## src/rtl/ips2l_pcie_dma_pkg.sv

```systemverilog
// Shared types, sizes and decode helpers for the PCIe DMA BAR RAM read path.
package ips2l_pcie_dma_pkg;

    localparam int unsigned LINE_DW    = 4;
    localparam int unsigned FIFO_DEPTH = 4;
    localparam int unsigned DW_W       = 32;
    localparam int unsigned LINE_W     = LINE_DW * DW_W;
    localparam int unsigned LEN_W      = 11;
    localparam int unsigned CNT_W      = 9;
    localparam int unsigned FCNT_W     = 3;

    typedef enum logic [1:0] {
        ST_IDLE  = 2'd0,
        ST_READ  = 2'd1,
        ST_DRAIN = 2'd2
    } rd_state_e;

    typedef struct packed {
        logic [LINE_W-1:0]  data;
        logic [LINE_DW-1:0] dw_vld;
        logic               first;
        logic               last;
    } beat_t;

    // A zero length field encodes the maximum 1024-DW request.
    function automatic logic [LEN_W-1:0] decode_len(input logic [9:0] len);
        return (len == 10'd0) ? 11'd1024 : {1'b0, len};
    endfunction

    function automatic logic [LINE_DW-1:0] last_dw_vld(input logic [1:0] len_lsb);
        case (len_lsb)
            2'd1:    return 4'b0001;
            2'd2:    return 4'b0011;
            2'd3:    return 4'b0111;
            default: return 4'b1111;
        endcase
    endfunction

endpackage

```

## src/rtl/ips2l_pcie_dma_rd_ctrl_if.sv

```systemverilog
// Request, RAM read port and completion payload stream of the DMA read controller.
interface ips2l_pcie_dma_rd_ctrl_if #(
    parameter int unsigned ADDR_WIDTH = 9
);
    import ips2l_pcie_dma_pkg::*;

    logic                  i_rd_req;
    logic [9:0]            i_length;
    logic [63:0]           i_addr;
    logic [1:0]            i_bar_hit;
    logic                  o_busy;
    logic                  o_rd_en;
    logic [ADDR_WIDTH-1:0] o_rd_addr;
    logic [1:0]            o_rd_bar_hit;
    logic [LINE_W-1:0]     i_rd_data;
    logic                  o_data_vld;
    logic                  i_data_rdy;
    logic [LINE_W-1:0]     o_data;
    logic [LINE_DW-1:0]    o_dw_vld;
    logic                  o_first;
    logic                  o_last;

    modport slave (
        input  i_rd_req, i_length, i_addr, i_bar_hit, i_rd_data, i_data_rdy,
        output o_busy, o_rd_en, o_rd_addr, o_rd_bar_hit,
        output o_data_vld, o_data, o_dw_vld, o_first, o_last
    );

    modport master (
        output i_rd_req, i_length, i_addr, i_bar_hit, i_rd_data, i_data_rdy,
        input  o_busy, o_rd_en, o_rd_addr, o_rd_bar_hit,
        input  o_data_vld, o_data, o_dw_vld, o_first, o_last
    );

endinterface

```

## src/rtl/ips2l_pcie_dma_rd_fifo.sv

```systemverilog
// 4-deep line FIFO exposing the head line and the one behind it for DW realignment.
module ips2l_pcie_dma_rd_fifo
    import ips2l_pcie_dma_pkg::*;
(
    input  logic              clk,
    input  logic              rst_n,
    input  logic              wr_en,
    input  logic [LINE_W-1:0] wr_data,
    input  logic              rd_en,
    input  logic              clr,
    output logic [LINE_W-1:0] head,
    output logic [LINE_W-1:0] next,
    output logic [FCNT_W-1:0] count
);

    localparam int unsigned PTR_W = $clog2(FIFO_DEPTH);

    logic [LINE_W-1:0] mem [FIFO_DEPTH];
    logic [PTR_W-1:0]  wr_ptr;
    logic [PTR_W-1:0]  rd_ptr;
    logic [PTR_W-1:0]  rd_ptr_nx;
    logic [FCNT_W-1:0] cnt;

    assign rd_ptr_nx = rd_ptr + PTR_W'(1);

    always_ff @(posedge clk or negedge rst_n) begin
        if (!rst_n) begin
            wr_ptr <= '0;
            rd_ptr <= '0;
            cnt    <= '0;
        end else if (clr) begin
            wr_ptr <= '0;
            rd_ptr <= '0;
            cnt    <= '0;
        end else begin
            if (wr_en) wr_ptr <= wr_ptr + PTR_W'(1);
            if (rd_en) rd_ptr <= rd_ptr_nx;
            cnt <= cnt + FCNT_W'(wr_en) - FCNT_W'(rd_en);
        end
    end

    // Line storage needs no reset: nothing downstream looks at it while empty.
    always_ff @(posedge clk) begin
        if (wr_en) mem[wr_ptr] <= wr_data;
    end

    assign head  = mem[rd_ptr];
    assign next  = mem[rd_ptr_nx];
    assign count = cnt;

endmodule

```

## src/rtl/ips2l_pcie_dma_rd_ctrl.sv

```systemverilog
// BAR RAM read controller: fetches RAM lines for one read request and streams DW-aligned payload beats.
module ips2l_pcie_dma_rd_ctrl
    import ips2l_pcie_dma_pkg::*;
#(
    parameter int unsigned ADDR_WIDTH = 9
) (
    input  logic                     clk,
    input  logic                     rst_n,
    ips2l_pcie_dma_rd_ctrl_if.slave  bus
);

    rd_state_e             state_q, state_d;
    logic                  busy_q;
    logic                  rd_en_q, rd_en_d;
    logic                  rd_vld_q;
    logic [ADDR_WIDTH-1:0] rd_addr_q;
    logic [1:0]            rd_bar_q;
    logic [1:0]            len_lsb_q;
    logic [1:0]            pos_q;
    logic [ADDR_WIDTH-1:0] base_q;
    logic [CNT_W-1:0]      nlines_q, nbeats_q;
    logic [CNT_W-1:0]      line_idx_q, beat_idx_q;

    logic                  accept;
    logic [LEN_W-1:0]      len_dec;
    logic [CNT_W-1:0]      nlines_in, nbeats_in;
    logic [LINE_W-1:0]     fifo_head, fifo_next;
    logic [FCNT_W-1:0]     fifo_count;
    logic                  need_next, is_last, beat_vld, xfer, pop, clr, issue_ok;
    logic [3:0]            credit_used;
    logic [2*LINE_W-1:0]   pair;
    logic [LINE_W-1:0]     aligned;
    logic [LINE_DW-1:0]    dw_vld;
    beat_t                 beat_c;
    logic                  addr_unused;

    assign addr_unused = ^{bus.i_addr[63:ADDR_WIDTH+4], bus.i_addr[1:0]};

    // Request decode
    assign accept    = bus.i_rd_req & ~busy_q;
    assign len_dec   = decode_len(bus.i_length);
    assign nlines_in = CNT_W'((len_dec + LEN_W'(bus.i_addr[3:2]) + LEN_W'(3)) >> 2);
    assign nbeats_in = CNT_W'((len_dec + LEN_W'(3)) >> 2);

    ips2l_pcie_dma_rd_fifo u_fifo (
        .clk     (clk),
        .rst_n   (rst_n),
        .wr_en   (rd_vld_q),
        .wr_data (bus.i_rd_data),
        .rd_en   (pop),
        .clr     (clr),
        .head    (fifo_head),
        .next    (fifo_next),
        .count   (fifo_count)
    );

    // A beat straddles two lines unless it is line-aligned or the request has no further line.
    assign need_next = (pos_q != 2'd0) && ((beat_idx_q + CNT_W'(1)) < nlines_q);
    assign is_last   = (beat_idx_q == nbeats_q - CNT_W'(1));
    assign beat_vld  = (state_q != ST_IDLE) &&
                       (need_next ? (fifo_count >= FCNT_W'(2)) : (fifo_count != '0));
    assign xfer      = beat_vld & bus.i_data_rdy;
    // Final beat flushes whatever is left, including a trailing line it only partly used.
    assign pop       = xfer & ~is_last;
    assign clr       = xfer & is_last;

    // Lines queued plus lines in flight may never exceed the FIFO depth.
    assign credit_used = 4'(fifo_count) + 4'(rd_en_q) + 4'(rd_vld_q);
    assign issue_ok    = credit_used < (4'(FIFO_DEPTH) + 4'(pop));

    // Aligner: shift the two-line window right by the start DW offset.
    always_comb begin
        pair    = {fifo_next, fifo_head};
        aligned = fifo_head;
        case (pos_q)
            2'd1:    aligned = pair[LINE_W+31:32];
            2'd2:    aligned = pair[LINE_W+63:64];
            2'd3:    aligned = pair[LINE_W+95:96];
            default: aligned = fifo_head;
        endcase
        dw_vld = is_last ? last_dw_vld(len_lsb_q) : 4'b1111;
        beat_c = '0;
        if (beat_vld) begin
            for (int j = 0; j < LINE_DW; j++) begin
                beat_c.data[j*DW_W +: DW_W] = dw_vld[j] ? aligned[j*DW_W +: DW_W] : '0;
            end
            beat_c.dw_vld = dw_vld;
            beat_c.first  = (beat_idx_q == '0);
            beat_c.last   = is_last;
        end
    end

    // Next-state logic
    always_comb begin
        state_d = state_q;
        rd_en_d = 1'b0;
        case (state_q)
            ST_IDLE: begin
                if (accept) state_d = ST_READ;
            end
            ST_READ: begin
                rd_en_d = issue_ok;
                if (issue_ok && (line_idx_q == nlines_q - CNT_W'(1))) state_d = ST_DRAIN;
            end
            ST_DRAIN: begin
                if (clr) state_d = ST_IDLE;
            end
            default: state_d = ST_IDLE;
        endcase
    end

    always_ff @(posedge clk or negedge rst_n) begin
        if (!rst_n) begin
            state_q    <= ST_IDLE;
            busy_q     <= 1'b0;
            rd_en_q    <= 1'b0;
            rd_vld_q   <= 1'b0;
            rd_addr_q  <= '0;
            rd_bar_q   <= '0;
            len_lsb_q  <= '0;
            pos_q      <= '0;
            base_q     <= '0;
            nlines_q   <= '0;
            nbeats_q   <= '0;
            line_idx_q <= '0;
            beat_idx_q <= '0;
        end else begin
            state_q  <= state_d;
            busy_q   <= (state_d != ST_IDLE);
            rd_en_q  <= rd_en_d;
            rd_vld_q <= rd_en_q;
            if (accept) begin
                len_lsb_q  <= len_dec[1:0];
                pos_q      <= bus.i_addr[3:2];
                base_q     <= bus.i_addr[ADDR_WIDTH+3:4];
                rd_bar_q   <= bus.i_bar_hit;
                nlines_q   <= nlines_in;
                nbeats_q   <= nbeats_in;
                line_idx_q <= '0;
                beat_idx_q <= '0;
            end
            if (rd_en_d) begin
                rd_addr_q  <= base_q + ADDR_WIDTH'(line_idx_q);
                line_idx_q <= line_idx_q + CNT_W'(1);
            end
            if (pop) beat_idx_q <= beat_idx_q + CNT_W'(1);
        end
    end

    assign bus.o_busy       = busy_q;
    assign bus.o_rd_en      = rd_en_q;
    assign bus.o_rd_addr    = rd_addr_q;
    assign bus.o_rd_bar_hit = rd_bar_q;
    assign bus.o_data_vld   = beat_vld;
    assign bus.o_data       = beat_c.data;
    assign bus.o_dw_vld     = beat_c.dw_vld;
    assign bus.o_first      = beat_c.first;
    assign bus.o_last       = beat_c.last;

endmodule

```

## src/flat_wrapper.sv

```systemverilog
// flat-port wrapper written by rule: the top's interface ports become plain ports
module ips2l_pcie_dma_rd_ctrl_flat import ips2l_pcie_dma_pkg::*;
#(
    parameter int unsigned ADDR_WIDTH = 9
)
  (clk, rst_n, bus_i_rd_req, bus_i_length, bus_i_addr, bus_i_bar_hit, bus_i_rd_data, bus_i_data_rdy, bus_o_busy, bus_o_rd_en, bus_o_rd_addr, bus_o_rd_bar_hit, bus_o_data_vld, bus_o_data, bus_o_dw_vld, bus_o_first, bus_o_last);
  ips2l_pcie_dma_rd_ctrl_if #(.ADDR_WIDTH(ADDR_WIDTH)) bus_i ();
  input  logic clk;
  input  logic rst_n;
  input wire logic [$bits(bus_i.i_rd_req)-1:0] bus_i_rd_req;
  input wire logic [$bits(bus_i.i_length)-1:0] bus_i_length;
  input wire logic [$bits(bus_i.i_addr)-1:0] bus_i_addr;
  input wire logic [$bits(bus_i.i_bar_hit)-1:0] bus_i_bar_hit;
  input wire logic [$bits(bus_i.i_rd_data)-1:0] bus_i_rd_data;
  input wire logic [$bits(bus_i.i_data_rdy)-1:0] bus_i_data_rdy;
  output wire logic [$bits(bus_i.o_busy)-1:0] bus_o_busy;
  output wire logic [$bits(bus_i.o_rd_en)-1:0] bus_o_rd_en;
  output wire logic [$bits(bus_i.o_rd_addr)-1:0] bus_o_rd_addr;
  output wire logic [$bits(bus_i.o_rd_bar_hit)-1:0] bus_o_rd_bar_hit;
  output wire logic [$bits(bus_i.o_data_vld)-1:0] bus_o_data_vld;
  output wire logic [$bits(bus_i.o_data)-1:0] bus_o_data;
  output wire logic [$bits(bus_i.o_dw_vld)-1:0] bus_o_dw_vld;
  output wire logic [$bits(bus_i.o_first)-1:0] bus_o_first;
  output wire logic [$bits(bus_i.o_last)-1:0] bus_o_last;
  assign bus_i.i_rd_req = bus_i_rd_req;
  assign bus_i.i_length = bus_i_length;
  assign bus_i.i_addr = bus_i_addr;
  assign bus_i.i_bar_hit = bus_i_bar_hit;
  assign bus_i.i_rd_data = bus_i_rd_data;
  assign bus_i.i_data_rdy = bus_i_data_rdy;
  assign bus_o_busy = bus_i.o_busy;
  assign bus_o_rd_en = bus_i.o_rd_en;
  assign bus_o_rd_addr = bus_i.o_rd_addr;
  assign bus_o_rd_bar_hit = bus_i.o_rd_bar_hit;
  assign bus_o_data_vld = bus_i.o_data_vld;
  assign bus_o_data = bus_i.o_data;
  assign bus_o_dw_vld = bus_i.o_dw_vld;
  assign bus_o_first = bus_i.o_first;
  assign bus_o_last = bus_i.o_last;
  ips2l_pcie_dma_rd_ctrl #(.ADDR_WIDTH(ADDR_WIDTH)) u_core (.clk(clk), .rst_n(rst_n), .bus(bus_i));
endmodule
```

## config.mk

```make
export PLATFORM = sky130hd
export DESIGN_NAME = ips2l_pcie_dma_rd_ctrl_flat
export DESIGN_NICKNAME = d
export VERILOG_FILES = /design/src/rtl/ips2l_pcie_dma_pkg.sv /design/src/rtl/ips2l_pcie_dma_rd_ctrl_if.sv /design/src/rtl/ips2l_pcie_dma_rd_fifo.sv /design/src/rtl/ips2l_pcie_dma_rd_ctrl.sv /design/src/flat_wrapper.sv
export SDC_FILE = /design/constraint.sdc
export NUM_CORES = 1
export LEC_CHECK = 0
export CAP_MARGIN = 0
export CORE_ASPECT_RATIO = 1.5
export CORE_MARGIN = 8
export CORE_UTILIZATION = 51
export CTS_CLUSTER_SIZE = 16
export DETAILED_ROUTE_END_ITERATION = 7
export GPL_TIMING_DRIVEN = 0
export MAX_ROUTING_LAYER = met4
export PLACE_DENSITY = 0.81
export SKIP_LAST_GASP = 1
export SLEW_MARGIN = 0
export SYNTH_ARGS = -nofsm -noshare
export SYNTH_HDL_FRONTEND = slang
export SYNTH_SLANG_ARGS = --single-unit
```

## constraint.sdc

```tcl
create_clock -name clk -period 3.85 [get_ports clk]
set_input_delay 0.385 -clock clk [delete_from_list [all_inputs] [get_ports clk]]
set_output_delay 0.385 -clock clk [all_outputs]
set_load 0.01 [all_outputs]
```

==> out/metrics.json, run 1 <==
{
  "finish": {
    "final_layout_size_suffix_gt1_share_pct": 38.67,
    "layoutNonFillerInstCount": 3047,
    "num-fill-cells": 3855,
    "syn_to_final_growth_pct": 27.21,
    "fin_nets": 2450
  },
  "setup_path": {
    "worst-endpoint-required_ps": 3460,
    "cp_max_fo": 5,
    "timing.critical_path.arrival_ps": 3840,
    "timing.critical_path.slowest_cell_delay_ps": 450,
    "crit_path_top_delay_cell": "o41a_1",
    "critical_path_startpoint": "u_core.beat_idx_q[0]",
    "crit-reg2reg-launch": "u_core.beat_idx_q[0]",
    "timing.critical_path.cells": "ha_4 -> nand3_2 -> xnor2_2 -> ha_1 -> and2_1 -> o21a_1 -> o41a_1 -> a21oi_4 -> buf_6 -> buf_6 -> clkbuf_16 -> buf_6 -> and3_4 -> buf_6",
    "critical-path-top-cell-by-count": "buf_6",
    "crit_path_end_kind": "output port",
    "crit_path_start_kind": "flop",
    "timing.setup.critical_path_class": "reg2out"
  },
  "sta": {
    "fin_clk_skew_ps": 38.17,
    "final.period_utilization_pct": 109.8,
    "final_critical_path_setup_slack_ps": -377.7,
    "relSlewSlack_pct": 24.99,
    "rsz0062_at_grt": "true",
    "setup-violations-final": 135,
    "maxClockFrequency_ghz": 0.2365,
    "actual_slew_at_the_worst_max_slew_pin_ps": 1125,
    "report.final.slew_viol_count": 0,
    "hold_viol": 0,
    "layout_min_cycle_time_ps": 4228,
    "hold_ws_ps": 235.9
  },
  "placed_design": {
    "post_placement_setup_slack_ps": -2182,
    "numPlacedInstances": 2870,
    "port-buffer-count": 299,
    "routabilityCongestion": 0.9213,
    "dp.final_hpwl_um": 65450
  },
  "logic_synthesis": {
    "synth-warning-count": 0,
    "syn_nets": 2039,
    "synth-main-ff-cell": "edfxtp_1",
    "post_syn_area_per_cell_um2": 16.39,
    "syn-instance-count": 1793,
    "synth-seq-cells": 584,
    "ys_types": 59,
    "synth_seq_area_share_pct": 58.45,
    "number_of_enable_flip_flop_cells_after_synthesis": 512,
    "syn_area_um2": 29380,
    "async_flop_share_pct": 12.33
  },
  "global_route": {
    "grt_first_pass_wirelength_um": 136500,
    "grt_max_degree": 73,
    "grtUsageTotal_pct": 29.23,
    "grt-ovfl-total": 0,
    "grt_pass1_vias": 20958,
    "grt_antenna_before_repair": 22
  },
  "min_path": {
    "hold_class": "in2reg",
    "hold_path.startpoint": "bus_i_length[7]"
  },
  "floorplan": {
    "io-pin-count": 356,
    "placeableCoreArea_um2": 57430,
    "chipHeight_um": 310.0,
    "die_w_um": 212.0,
    "design.die.area_um2": 65710,
    "initial_core_utilization_pct": 51.17,
    "placement_rows": 108
  },
  "drt": {
    "vias_per_cell": 6.658,
    "detail_route.drc_violations": 0,
    "vias": 20287,
    "drt_first_pass_iters": 5,
    "antenna_viol_nets_final": 0,
    "total_wire_length_after_detailed_routing_um": 95950,
    "wire_per_inst_um": 31.49,
    "drt_iter0_drc": 2535
  },
  "power": {
    "power.switching_mw": 15.55,
    "pwr-share-seq_pct": 23.5,
    "p_sw_share_pct": 38.45,
    "clockPowerShare_pct": 15.1,
    "cell_internal_pwr_mw": 24.89,
    "pwr_density_cell_nw_per_um2": 1082,
    "vdd_drop_max_mv": 0.6537,
    "combinationalPowerShare_pct": 61.4,
    "cellLeakagePower_nw": 13.34
  },
  "clocking": {
    "cts-root-to-sink-buffers": 3,
    "cts-buffers-inserted": 56,
    "cts.sink_count": 584,
    "clock_tree_from_tritoncts": "built",
    "clkTransAtPathRegs_ps": 60,
    "clkLatencyLatePin_ps": 660,
    "cts-root-buf": "clkbuf_16",
    "cts-htree-levels": 2
  },
  "status": {
    "violated_checks": "negative setup slack",
    "run_status": "finished, violations left"
  },
  "flow_run": {
    "drv_cap": 0
  }
}
-- power by group through the flow --
| stage | clock network (mW) | registers [mW] | logic (mW) |
|---|---|---|---|
| 6_report | 6.10 | 9.50 | 24.8 |
| 5_1_grt | 6.35 | 9.60 | 25.6 |
| 4_1_cts | 6.12 | 9.44 | 23.5 |
| 3_5_place_dp | 0 | 9.53 | 20.5 |
| 3_3_place_gp | 0 | 9.57 | 19.9 |
| 2_1_floorplan | 0 | 9.34 | 11.7 |
-- final cells by class --
class / instances / area [um^2] / share of cell area (%)
flip-flops and latches: 584 / 17180 / 45.97
multi-input cells: 1029 / 12190 / 32.62
repair buffers: 359 / 3822 / 10.23
clock buffers: 63 / 1428 / 3.819
well taps: 770 / 963.4 / 2.577
plain buffers: 131 / 958.4 / 2.564
clock inverters: 41 / 598.1 / 1.600
inverters: 43 / 163.9 / 0.4385
diodes: 27 / 67.56 / 0.1808
-- metrics by stage --
step                      util (%)  total power [mW]  TNS, ps  area (um^2)
after global placement       58.07             29.43  -210360        33350
after CTS                    64.47             39.03   -34990        37030
final                        65.09             40.43   -38500        37380
after floorplan                  -             21.03        0        29390
after global routing         65.07             41.56   -47080        37370
after detailed placement     58.45             30.06  -198600        33570
-- worst max-delay path: cells and delay by family (launching register included) --
family / cells / cell delay (ps)
simple gates: 3 / 450
compound gates: 3 / 910
flops: 1 / 430
xor+xnor: 1 / 240
fa+ha+maj: 2 / 470
buf+inv: 5 / 700
-- timing repair --
action,4_1_cts,5_1_grt
endpoints found under the setup margin,154,137
endpoints found under the hold margin,72,0
setup buffers,30,15
gates resized for setup,906,103
hold buffers,1,0
cloned,4,5
pin swaps,14,15
-- layer usage --
metal  part of all wire (%)  GRT usage, %  vias to the layer above  wire (um)
met4                    7.5         17.55                        0       7244
met3                     10         6.108                      418       9627
met2                     50         48.90                     1611      48270
met1                     32         31.96                    10237      30810
li1                       -             -                     8021          -
met5                      0             -                        -          0
-- cell usage in the layout, fill, tap and decap left out, types with 6 or more instances in the layout --
master and instances:
buf_16 8, buf_6 91, a21oi_1 40, mux4_2 288, dfrtp_2 6, diode_2 27, bufinv_16 13, buf_2 36
ha_1 29, clkdlybuf4s15_2 34, edfxtp_1 512, o21ai_0 65, and2_4 33, xor2_1 29, a21o_1 6, buf_12 6
clkinv_2 9, mux2_2 36, nand3_1 20, clkdlybuf4s50_1 163, and3_1 21, nand2_1 125, and3_4 85, xnor2_1 30
inv_2 6, buf_4 45, inv_1 36, clkbuf_4 17, nor4_1 7, clkbuf_16 70, nor2_1 58, clkbuf_2 31
clkinv_1 8, clkbuf_1 40, dfrtp_1 66, mux2i_1 68
-- worst paths after layout --
check | slack (ps) | cells past startpoint | endpoint
hold / removal | 240 | 3 | u_core.nbeats_q[5]
setup / recovery | -380 | 14 | bus_o_data[94]
setup reg to reg | 20 | 15 | u_core.u_fifo.count[1]
min in group asynchronous | 460 | 2 | u_core.base_q[2]
hold reg to reg | 470 | 0 | u_core.rd_vld_q
max in group asynchronous | 2720 | 2 | u_core.beat_idx_q[4]
-- registers in the layout (all words and copies together) (netlist names) --
name                     count
u_core.base_q                9
u_core.beat_idx_q            9
u_core.bus.o_busy            1
u_core.bus.o_rd_addr         9
u_core.bus.o_rd_bar_hit      2
u_core.bus.o_rd_en           1
u_core.len_lsb_q             2
u_core.line_idx_q            9
u_core.nbeats_q              9
u_core.nlines_q              9
u_core.pos_q                 2
u_core.rd_vld_q              1
u_core.state_q               2
u_core.u_fifo.count          3
u_core.u_fifo.mem          512
u_core.u_fifo.rd_ptr         2
u_core.u_fifo.wr_ptr         2
-- logic make-up (layout without fill, tap and decap cells) --
logic type                 count (synthesis)  count (layout)  synth area share, %
buffers and inverters                    180             637                2.389
adders and majority gates                 38              38                1.720
AOI/OAI and AO/OA                        140             140                2.874
DFF                                      584             584                58.45
xor gates and xnor gates                  61              61                1.818
muxes                                    397             397                26.03
and+or+nand+nor                          393             393                6.719
other                                      0              27                    0
-- cells in the mapped netlist (3+ instances only) --
cell type	number	area, um^2
mux4_2	288	6486
mux2i_1	68	680.7
xnor2_1	32	280.3
buf_2	3	15.01
o21a_1	3	22.52
nand2_1	130	488.0
nor2_1	60	225.2
fa_1	4	80.08
edfxtp_1	512	15370
ha_1	34	425.4
and3_1	106	663.1
a21oi_1	40	200.2
nand4_1	5	31.28
nor3_1	5	25.02
nand2b_1	3	18.77
a21o_1	6	45.04
a221o_1	3	30.03
clkbuf_1	96	360.4
nand3_1	22	110.1
mux2_2	36	405.4
nor4_1	7	43.79
nor2b_1	6	37.54
xor2_1	29	254.0
o31ai_1	3	22.52
and2_1	38	237.7
dfrtp_1	72	1802
o21ai_0	66	330.3
mux2_4	5	75.07
inv_1	43	161.4
buf_1	35	131.4
No activity file was read; power rests on OpenSTA's default activity.
==> run 2, diff against run 1 <==
Settings changed: CORE_UTILIZATION 51 to 52, DONT_BUFFER_PORTS from default to 1, PLACE_DENSITY 0.81 to 0.74.
==> run 2 against run 1 <==
Effect of this change: the flow still finishes with violations (negative setup slack); flip-flop and latch count stayed put; clock power fell by 7.4%; register-to-register slack improved by 40 ps; core utilization is 1.0 points lower; sequential power increased by 0.5%; worst setup slack improved by 190 ps; sequential share of layout area is 2.1 points higher; design area down 4.3%; hold slack lost 170 ps; first-iteration DRC count fell by 16%; count of clock-buffer cells in the layout increased by 5; critical endpoint is now bus_o_data[26]; largest cell class unchanged.
==> out/metrics.json, run 2 (same netlist as run 1, synthesis figures left out) <==
{
  "power": {
    "cellLeakagePower_nw": 12.46,
    "vdd_drop_max_mv": 0.6352,
    "pwr_density_cell_nw_per_um2": 1023,
    "combinationalPowerShare_pct": 58.5,
    "power.switching_mw": 14.61,
    "p_sw_share_pct": 39.95,
    "pwr-share-seq_pct": 26.1,
    "cell_internal_pwr_mw": 21.97,
    "clockPowerShare_pct": 15.4
  },
  "setup_path": {
    "cp_top_family": "compound AO/OA/AOI/OAI gates",
    "timing.critical_path.cells": "ha_4 -> nand3_4 -> xnor2_4 -> ha_1 -> and2_1 -> o21a_1 -> o41a_1 -> a21oi_4 -> buf_12 -> clkbuf_16 -> clkbuf_16 -> and2_4",
    "worst-endpoint-required_ps": 3460,
    "timing.critical_path.slowest_cell_delay_ps": 470,
    "crit_path_end_kind": "output port",
    "crit_path_start_kind": "flop",
    "crit_path_top_delay_cell": "o41a_1",
    "critical-path-top-cell-by-count": "clkbuf_16",
    "cp_max_fo": 7,
    "timing.setup.critical_path_class": "reg2out",
    "timing.critical_path.arrival_ps": 3650,
    "path_buf_inv": 3
  },
  "drt": {
    "vias_per_cell": 6.666,
    "drt_iter0_drc": 2122,
    "total_wire_length_after_detailed_routing_um": 92800,
    "vias": 19078,
    "antenna_viol_nets_final": 0,
    "wire_per_inst_um": 32.42,
    "detail_route.drc_violations": 0,
    "drt_first_pass_iters": 5
  },
  "sta": {
    "report.final.slew_viol_count": 0,
    "rsz0062_at_grt": "true",
    "hold_viol": 0,
    "final_critical_path_setup_slack_ps": -185.1,
    "layout_min_cycle_time_ps": 4035,
    "setup-violations-final": 134,
    "relSlewSlack_pct": 16.45,
    "actual_slew_at_the_worst_max_slew_pin_ps": 1253,
    "fin_clk_skew_ps": 36.35,
    "final.period_utilization_pct": 104.8,
    "hold_ws_ps": 64.27,
    "maxClockFrequency_ghz": 0.2478
  },
  "floorplan": {
    "io-pin-count": 356,
    "design.die.area_um2": 64530,
    "die_w_um": 210.1,
    "placement_rows": 106,
    "chipHeight_um": 307.1,
    "initial_core_utilization_pct": 52.63,
    "placeableCoreArea_um2": 55840
  },
  "clocking": {
    "clock_tree_from_tritoncts": "built",
    "cts-htree-levels": 2,
    "clkTransAtPathRegs_ps": 60,
    "cts-buffers-inserted": 55,
    "cts.sink_count": 584,
    "cts-root-buf": "clkbuf_16",
    "clkLatencyLatePin_ps": 640,
    "cts-root-to-sink-buffers": 3
  },
  "global_route": {
    "grt_antenna_before_repair": 13,
    "grt_max_degree": 73,
    "grtUsageTotal_pct": 29.10,
    "grt_pass1_vias": 20090,
    "grt_first_pass_wirelength_um": 133200,
    "grt-ovfl-total": 0
  },
  "placed_design": {
    "placement_stage_cell_area_um2": 30570,
    "routabilityCongestion": 0.8943,
    "port-buffer-count": 0,
    "numPlacedInstances": 2558,
    "dp.final_hpwl_um": 63390,
    "post_placement_setup_slack_ps": -1837
  },
  "finish": {
    "registers.top_by_ff_count": "u_core.u_fifo.mem",
    "num-fill-cells": 3807,
    "layoutNonFillerInstCount": 2862,
    "final_layout_size_suffix_gt1_share_pct": 34.48,
    "multi_input_comb_area_um2": 12310,
    "largest_register_ffs": 512,
    "seq_area_um2": 17190,
    "final_std_cell_area_no_fill_um2": 35770,
    "syn_to_final_growth_pct": 21.72,
    "layout.cells.most_common": "edfxtp_1",
    "mostFrequentLayoutCells": "edfxtp_1, mux4_2, dlygate4sd3_1",
    "fin_nets": 2291
  },
  "status": {
    "violated_checks": "negative setup slack",
    "run_status": "finished, violations left"
  },
  "min_path": {
    "hold_class": "in2reg"
  },
  "flow_run": {
    "drv_cap": 0
  }
}
-- run 2: changes by cell type in the layout (fill, tap and decap cells not counted), sizes merged --
| cell | previous run | this run |
|---|---|---|
| inv | 45 | 46 |
| clkdlybuf4s50 | 163 | 0 |
| buf | 194 | 70 |
| clkbuf | 158 | 171 |
| dlygate4sd3 | 1 | 149 |
| clkinvlp | 5 | 4 |
| diode | 27 | 15 |
| bufinv | 13 | 7 |
| clkdlybuf4s15 | 36 | 9 |
-- run 2: power by group through the flow --
stage	sequential (mW)	clock [mW]	combinational (mW)
after floorplan	9.34	0	11.7
after global placement	9.64	0	16.4
after detailed placement	9.57	0	16.9
after CTS	9.51	5.68	20.8
after global routing	9.66	5.89	22.2
final	9.55	5.65	21.4
-- run 2: area by class of cell --
cell class / instances / share of cell area (%)
Antenna cell: 15 / 0.1049
Buffer: 132 / 2.816
Clock buffer: 68 / 4.044
Clock inverter: 35 / 1.137
Inverter: 43 / 0.4652
Multi-Input combinational cell: 1029 / 34.42
Sequential cell: 584 / 48.05
Tap cell: 756 / 2.645
Timing Repair Buffer: 200 / 6.321
-- run 2: timing repair --
action	4_1_cts	5_1_grt
cloned	11	3
gates resized for setup	426	63
endpoints found under the hold margin	608	0
hold buffers	150	0
endpoints found under the setup margin	152	139
pin swaps	17	16
buffers inserted	21	7
-- run 2: path summary, 6_finish.rpt --
kind                                 startpoint                      to  slack, ps  depth (start not counted)
max                        u_core.beat_idx_q[0]          bus_o_data[26]       -190                         12
min                             bus_i_length[8]      u_core.nlines_q[7]         60                          3
max reg2reg                u_core.beat_idx_q[0]  u_core.u_fifo.count[1]         60                         15
min reg2reg                    u_core.base_q[4]        u_core.base_q[4]        490                          2
max in group asynchronous                 rst_n        u_core.base_q[0]       3210                          2
min in group asynchronous                 rst_n      u_core.nbeats_q[2]        320                          2
-- run 2: routing by layer --
layer / vias to the layer above / global-route usage [%] / wire (um)
met4: 0 / 16.42 / 5471
met2: 1340 / 49.21 / 47740
met1: 9722 / 31.64 / 31120
met5: - / - / 0
met3: 334 / 6.263 / 8464
li1: 7682 / - / -
-- run 2: worst reg2reg max path: stages (launching register included) --
cell	delay, ps
dfrtp_2	430
ha_4	190
nand3_4	100
xnor2_4	240
ha_1	270
and2_1	160
o21a_1	200
o41a_1	470
buf_4	170
a2111o_1	400
inv_2	110
ha_4	200
inv_2	60
ha_4	120
fa_2	420
nor2b_1	140
-- run 2: through the flow --
step	TNS [ps]	total power, mW	utilization [%]
floorplan	0	21.03	-
global placement	-156510	26.00	54.33
detailed placement	-132390	26.44	54.76
CTS	-23400	35.95	63.68
global route	-26210	37.74	64.05
finish	-14210	36.58	64.06
==> run 3, diff against run 2 <==
Settings changed: CTS_CLUSTER_SIZE 16 to 25.
==> results of run 3 <==
No change in the layout: final DEF, timing and power equal those of run 2.
